File: config.mk
export PLATFORM = sky130hd
export DESIGN_NAME = change_event_monitor_flat
export DESIGN_NICKNAME = d
export VERILOG_FILES = /design/src/rtl/change_event_monitor_if.sv /design/src/rtl/change_event_monitor.sv /design/src/flat_wrapper.sv
export SDC_FILE = /design/constraint.sdc
export NUM_CORES = 1
export LEC_CHECK = 0
export ABC_AREA = 1
export ABC_CLOCK_PERIOD_IN_PS = 10890
export BUFFER_PORTS_ARGS = -buffer_cell sky130_fd_sc_hd__buf_2
export CORE_MARGIN = 2
export CORE_UTILIZATION = 40
export CTS_CLUSTER_DIAMETER = 80
export DETAILED_ROUTE_END_ITERATION = 8
export SLEW_MARGIN = 20
export SYNTH_ARGS = -nofsm -noshare
export SYNTH_HDL_FRONTEND = slang
export SYNTH_SLANG_ARGS = --single-unit
File: constraint.sdc
create_clock -name clock -period 10.89 [get_ports clock]
set_clock_uncertainty 0.05 [all_clocks]
set_input_delay 2.178 -clock clock [delete_from_list [all_inputs] [get_ports clock]]
set_output_delay 2.178 -clock clock [all_outputs]
set_load 0.02 [all_outputs]
File: src/rtl/change_event_monitor_if.sv
// rtl/change_event_monitor_if.sv - event record stream between the monitor and its consumer
interface change_event_monitor_if #(
  parameter int WIDTH = 4,
  parameter int TS_W  = 16,
  parameter int CH_W  = 2
);
  logic             rec_valid;
  logic             rec_ready;
  logic [CH_W-1:0]  rec_ch;
  logic [WIDTH-1:0] rec_val;
  logic [TS_W-1:0]  rec_ts;

  modport master (output rec_valid, rec_ch, rec_val, rec_ts, input rec_ready);
  modport slave  (input rec_valid, rec_ch, rec_val, rec_ts, output rec_ready);
endinterface

File: src/rtl/change_event_monitor.sv
// rtl/change_event_monitor.sv - multi-channel change/increase/decrease detector with time-stamped event FIFO
// Optional per-channel saturating event counters: define CHANGE_EVENT_MONITOR_COUNT_EN.
module change_event_monitor #(
  parameter int NCH          = 4,
  parameter int WIDTH        = 4,
  parameter int DEPTH        = 8,
  parameter int TS_W         = 16,
  parameter int MODE         = 0,
  parameter int FIRST_CHANGE = 1,
  parameter int CNT_W        = 8,
  localparam int CH_W        = (NCH > 1) ? $clog2(NCH) : 1,
  localparam int PTR_W       = $clog2(DEPTH)
) (
  input  logic                 clock,
  input  logic                 reset,
  input  logic                 sample_en,
  input  logic [NCH*WIDTH-1:0] din,
  input  logic                 clear,
  output logic [NCH-1:0]       evt_pulse,
  output logic [PTR_W:0]       fifo_count,
  output logic                 overflow,
  input  logic [CH_W-1:0]      cnt_sel,
  output logic [CNT_W-1:0]     cnt_out,
  change_event_monitor_if.master rec
);

  logic [WIDTH-1:0] prev_q [NCH];
  logic             primed_q;
  logic [NCH-1:0]   evt_pulse_q;
  logic [NCH-1:0]   pend_q, pend_d;
  logic [WIDTH-1:0] pend_val_q [NCH];
  logic [TS_W-1:0]  pend_ts_q [NCH];
  logic [TS_W-1:0]  ts_q;
  logic             overflow_q;

  logic [CH_W-1:0]  mem_ch  [DEPTH];
  logic [WIDTH-1:0] mem_val [DEPTH];
  logic [TS_W-1:0]  mem_ts  [DEPTH];
  logic [PTR_W-1:0] wr_ptr_q, rd_ptr_q;
  logic [PTR_W:0]   count_q, count_d;

  logic [NCH-1:0]   hit, load, drop, drain_oh, drain_done;
  logic [CH_W-1:0]  drain_ch;
  logic             push, pop, head_valid;

  always_comb begin
    hit  = '0;
    load = '0;
    drop = '0;
    for (int c = 0; c < NCH; c++) begin
      logic [WIDTH-1:0] cur;
      logic             cond;
      cur = din[c*WIDTH +: WIDTH];
      if (MODE == 1)      cond = cur > prev_q[c];
      else if (MODE == 2) cond = cur < prev_q[c];
      else                cond = cur != prev_q[c];
      hit[c]  = sample_en & (primed_q ? cond : (FIRST_CHANGE != 0));
      load[c] = hit[c] & (~pend_q[c] | drain_done[c]);
      drop[c] = hit[c] & pend_q[c] & ~drain_done[c];
    end
  end

  // Lowest-index pending slot wins the single push port.
  always_comb begin
    drain_oh = '0;
    drain_ch = '0;
    for (int i = NCH - 1; i >= 0; i--) begin
      if (pend_q[i]) begin
        drain_oh = NCH'(1) << i;
        drain_ch = CH_W'(i);
      end
    end
  end

  assign head_valid = (count_q != '0);
  assign pop        = head_valid & rec.rec_ready;
  assign push       = (|pend_q) & ((count_q < (PTR_W+1)'(DEPTH)) | pop);
  assign drain_done = push ? drain_oh : '0;
  assign pend_d     = (pend_q & ~drain_done) | load;

  always_comb begin
    count_d = count_q;
    if (push && !pop)      count_d = count_q + 1'b1;
    else if (pop && !push) count_d = count_q - 1'b1;
  end

  always_ff @(posedge clock or posedge reset) begin
    if (reset) begin
      for (int c = 0; c < NCH; c++) begin
        prev_q[c]     <= '0;
        pend_val_q[c] <= '0;
        pend_ts_q[c]  <= '0;
      end
      primed_q    <= 1'b0;
      evt_pulse_q <= '0;
      pend_q      <= '0;
      ts_q        <= '0;
      overflow_q  <= 1'b0;
      wr_ptr_q    <= '0;
      rd_ptr_q    <= '0;
      count_q     <= '0;
    end else begin
      ts_q        <= ts_q + 1'b1;
      evt_pulse_q <= hit;
      pend_q      <= pend_d;
      count_q     <= count_d;
      if (sample_en) begin
        primed_q <= 1'b1;
        for (int c = 0; c < NCH; c++) prev_q[c] <= din[c*WIDTH +: WIDTH];
      end
      for (int c = 0; c < NCH; c++) begin
        if (load[c]) begin
          pend_val_q[c] <= din[c*WIDTH +: WIDTH];
          pend_ts_q[c]  <= ts_q;
        end
      end
      if (clear)        overflow_q <= 1'b0;
      else if (|drop)   overflow_q <= 1'b1;
      if (push) wr_ptr_q <= wr_ptr_q + 1'b1;
      if (pop)  rd_ptr_q <= rd_ptr_q + 1'b1;
    end
  end

  always_ff @(posedge clock) begin
    if (push) begin
      mem_ch[wr_ptr_q]  <= drain_ch;
      mem_val[wr_ptr_q] <= pend_val_q[drain_ch];
      mem_ts[wr_ptr_q]  <= pend_ts_q[drain_ch];
    end
  end

  // Head fields are masked so stale storage never shows while the FIFO is empty.
  assign rec.rec_valid = head_valid;
  assign rec.rec_ch    = head_valid ? mem_ch[rd_ptr_q]  : '0;
  assign rec.rec_val   = head_valid ? mem_val[rd_ptr_q] : '0;
  assign rec.rec_ts    = head_valid ? mem_ts[rd_ptr_q]  : '0;

  assign evt_pulse  = evt_pulse_q;
  assign fifo_count = count_q;
  assign overflow   = overflow_q;

`ifdef CHANGE_EVENT_MONITOR_COUNT_EN
  logic [CNT_W-1:0] cnt_q [NCH];
  logic [CNT_W-1:0] cnt_out_q;

  always_ff @(posedge clock or posedge reset) begin
    if (reset) begin
      for (int c = 0; c < NCH; c++) cnt_q[c] <= '0;
      cnt_out_q <= '0;
    end else begin
      for (int c = 0; c < NCH; c++) begin
        if (clear)                         cnt_q[c] <= '0;
        else if (hit[c] && cnt_q[c] != '1) cnt_q[c] <= cnt_q[c] + 1'b1;
      end
      cnt_out_q <= (int'(cnt_sel) < NCH) ? cnt_q[cnt_sel] : '0;
    end
  end

  assign cnt_out = cnt_out_q;
`else
  logic unused_cnt_sel;
  assign unused_cnt_sel = ^cnt_sel;
  assign cnt_out        = '0;
`endif

endmodule
File: src/flat_wrapper.sv
// flat-port wrapper written by rule: the top's interface ports become plain ports
module change_event_monitor_flat 
#(
  parameter int NCH          = 4,
  parameter int WIDTH        = 4,
  parameter int DEPTH        = 8,
  parameter int TS_W         = 16,
  parameter int MODE         = 0,
  parameter int FIRST_CHANGE = 1,
  parameter int CNT_W        = 8,
  localparam int CH_W        = (NCH > 1) ? $clog2(NCH) : 1,
  localparam int PTR_W       = $clog2(DEPTH)
)
  (clock, reset, sample_en, din, clear, evt_pulse, fifo_count, overflow, cnt_sel, cnt_out, rec_rec_valid, rec_rec_ch, rec_rec_val, rec_rec_ts, rec_rec_ready);
  change_event_monitor_if #(.WIDTH(WIDTH), .TS_W(TS_W)) rec_i ();
  input  logic clock;
  input  logic reset;
  input  logic sample_en;
  input  logic [NCH*WIDTH-1:0] din;
  input  logic clear;
  output logic [NCH-1:0] evt_pulse;
  output logic [PTR_W:0] fifo_count;
  output logic overflow;
  input  logic [CH_W-1:0] cnt_sel;
  output logic [CNT_W-1:0] cnt_out;
  output wire logic [$bits(rec_i.rec_valid)-1:0] rec_rec_valid;
  output wire logic [$bits(rec_i.rec_ch)-1:0] rec_rec_ch;
  output wire logic [$bits(rec_i.rec_val)-1:0] rec_rec_val;
  output wire logic [$bits(rec_i.rec_ts)-1:0] rec_rec_ts;
  input wire logic [$bits(rec_i.rec_ready)-1:0] rec_rec_ready;
  assign rec_rec_valid = rec_i.rec_valid;
  assign rec_rec_ch = rec_i.rec_ch;
  assign rec_rec_val = rec_i.rec_val;
  assign rec_rec_ts = rec_i.rec_ts;
  assign rec_i.rec_ready = rec_rec_ready;
  change_event_monitor #(.NCH(NCH), .WIDTH(WIDTH), .DEPTH(DEPTH), .TS_W(TS_W), .MODE(MODE), .FIRST_CHANGE(FIRST_CHANGE), .CNT_W(CNT_W)) u_core (.clock(clock), .reset(reset), .sample_en(sample_en), .din(din), .clear(clear), .evt_pulse(evt_pulse), .fifo_count(fifo_count), .overflow(overflow), .cnt_sel(cnt_sel), .cnt_out(cnt_out), .rec(rec_i));
endmodule
==> results.sh <==
export IMPL_status="complete, no violations"
export IMPL_post_cts_resized=0
export IMPL_grt_pass1_vias=8343
export IMPL_tightest_slew_ns=0.960
export IMPL_cts_setup_buffers=0
export IMPL_port_buffers=52
export IMPL_critPathRequiredTime_ns=8.66
export IMPL_drt_initial_drc_count=737
export IMPL_endpoint_kind="output port"
export IMPL_ys_seq_area_share_pct=66.3
export IMPL_htreeDepth=2
export IMPL_timing_final_crit_period_ns=5.66
export IMPL_maxCapViolations=0
export IMPL_avgSynthCellArea_um2=10.8
export IMPL_total_power_mw=4.21
export IMPL_ctsHoldBuffers=0
export IMPL_layout_setup_ws_ns=5.23
export IMPL_fmax_mhz=177
export IMPL_hp_class="reg2reg"
export IMPL_grt_pass1_wl_mm=44.5
export IMPL_rows=65
export IMPL_core_area_um2=31700
export IMPL_cts_tree="built"
export IMPL_drt_pass1_iterations=5
export IMPL_dp_final_hpwl_mm=15.5
export IMPL_diodes=0
export IMPL_nets=1268
export IMPL_hold_ws_ns=0.422
export IMPL_die_h_um=184
export IMPL_slew_headroom_pct=36.0
export IMPL_grt_antenna_before_repair=0
export IMPL_vias_per_cell=5.16
export IMPL_finalSetupTns_ns=0
export IMPL_num_vias=8584
export IMPL_max_vdd_ir_drop_mv=0.141
export IMPL_syn2layout_area_growth_pct=12.9
export IMPL_final_max_slew_viol_count=0
export IMPL_critPathMaxFanout=90
export IMPL_antenna_left=0
export IMPL_grt_ovfl_total=0
export IMPL_grt_setup_unrepaired="false"
export IMPL_worstSetupStartpointType="flop"
export IMPL_cts_inserted_buffers=34
export IMPL_drive_above_1_share_pct=13.5
export IMPL_gp_congestion=0.722
export IMPL_placed_area_um2=13500
export IMPL_synth_distinct_cells=35
export IMPL_period_share_pct=52.0
export IMPL_grt_start_max_net_pins=91
export IMPL_gr_usage_all_layers_pct=16.8
export IMPL_setup_violations=0
export IMPL_cts_root_buf="clkbuf_16"
export IMPL_synth_area_um2=12900
export IMPL_worstPathArrival_ns=3.43
export IMPL_cts_sinks=308
export IMPL_drcViolationCount=0
export IMPL_utilization_pct=46.1
export IMPL_p_leak_nw=5.86
export IMPL_die_w_um=184
export IMPL_start_util_pct=40.8
export IMPL_clk_latency_ns=0.51
export IMPL_clkTransAtPathRegs_ns=0.06
export IMPL_crit_type="reg2out"
export IMPL_power_density_nw_per_um2=288
export IMPL_finalHoldViolations=0
export IMPL_synth_warnings=0
export IMPL_ios=63
export IMPL_dpl_worst_slack_ns=5.79
export IMPL_clk_path_buf_depth=3
export IMPL_wl_per_cell_um=16.6
export IMPL_die_area_um2=33800
export IMPL_synthCells=1200
export IMPL_wl_mm=27.7
export IMPL_finish_instance_area_um2=14600
export IMPL_place_inst=1604
export IMPL_synth_seq_cells=308
export IMPL_finalNonFillerCells=1665
[path summary, 6_finish.rpt]
path                                            from                    to  slack [ns]  depth (start not counted)
worst max-delay path              u_core.rd_ptr_q[0]         rec_rec_ts[9]        5.23                          8
worst min-delay path            u_core.pend_val_q[5]  u_core.pend_val_q[5]        0.42                          2
worst max register to register  u_core.fifo_count[1]  u_core.fifo_count[3]        7.60                         15
worst min register to register  u_core.pend_val_q[5]  u_core.pend_val_q[5]        0.42                          2
max in group asynchronous                      reset  u_core.pend_ts_q[29]        7.60                          3
min in group asynchronous                      reset  u_core.fifo_count[3]        1.74                          2
[per-layer routing]
| layer | global-route usage (%) | share of wire [%] |
|---|---|---|
| met1 | 22.0 | 45 |
| met2 | 29.3 | 49 |
| met3 | 2.40 | 4.1 |
| met4 | 4.48 | 1.7 |
| met5 | 0 | 0 |
[synthesized netlist by cell type, drive strengths merged]
library cell  count  area share (%)
nand3            20            0.81
o22ai            20            0.97
nand2           174             5.2
inv              63             1.8
dfrtp           132              26
buf              33             1.9
xor2             20             1.4
o21ai           202             8.4
a21o              1           0.058
a21boi            1           0.087
o32ai            44             3.0
or2               2           0.097
a21oi             6            0.23
fa                1            0.15
ha                6            0.58
conb              1           0.029
nor2            240             7.0
nand4             1           0.048
xnor2             2            0.14
mux2              1           0.087
edfxtp          176              41
clkbuf           43             1.3
nor3              9            0.35
nor4              2           0.097
[cell type report]
class / instances / area, um2
clock buffer: 54 / 1040
clock inverter: 7 / 53.8
fill: 2930 / 17100
inverter: 63 / 239
multi-input combinational: 760 / 3790
sequential: 308 / 8590
tap: 402 / 503
timing repair buffer: 71 / 403
[cells by family after synthesis]
group | share of synthesized area, %
compound gates | 12.7
xor+xnor | 1.49
fa+ha+maj | 0.734
buf+inv | 5.01
flops | 66.3
mux | 0.0870
other cells | 0.0290
simple gates | 13.6
[cell usage in the layout, fill, tap and decap left out, types with 2 or more instances in the layout]
master and n:
nor2_1 239, edfxtp_1 176, nand2_1 166, o21ai_0 162, dfrtp_1 130, inv_1 61, buf_2 52, o32ai_1 44
clkbuf_16 35, o21ai_1 20, xor2_1 20, o21ai_2 20, o22ai_1 20, nand3_1 19, buf_4 19, clkbuf_1 10
nor3_2 9, clkbuf_8 9, conb_1 8, nand2_2 7, ha_1 6, a21oi_1 5, clkinv_2 5, or2_2 2
nor4_1 2, xnor2_1 2, dfrtp_2 2
[worst max-delay path: stages, from the launching register on]
cell	delay (ns)
dfrtp_2	0.38
buf_4	0.38
inv_2	0.62
buf_4	0.61
nor2_1	0.08
o32ai_1	0.27
o21ai_0	0.11
nor2_1	0.18
buf_2	0.19
[where the power goes]
group	internal, mW	switching (mW)	total, mW
Sequential	1.63	0.0993	1.73
Clock	0.657	0.445	1.10
Combinational	0.400	0.976	1.38
Total	2.69	1.52	4.21
[sequential cells by signal, summed over array words and instances (netlist names)]
name / flops
u_core.prev_q: 16
u_core.overflow: 1
u_core.primed_q: 1
u_core.mem_val: 32
u_core.evt_pulse: 4
u_core.rd_ptr_q: 3
u_core.mem_ts: 128
u_core.ts_q: 16
u_core.pend_ts_q: 64
u_core.mem_ch: 16
u_core.fifo_count: 4
u_core.pend_val_q: 16
u_core.pend_q: 4
u_core.wr_ptr_q: 3
(Power assumes the default switching activity.)
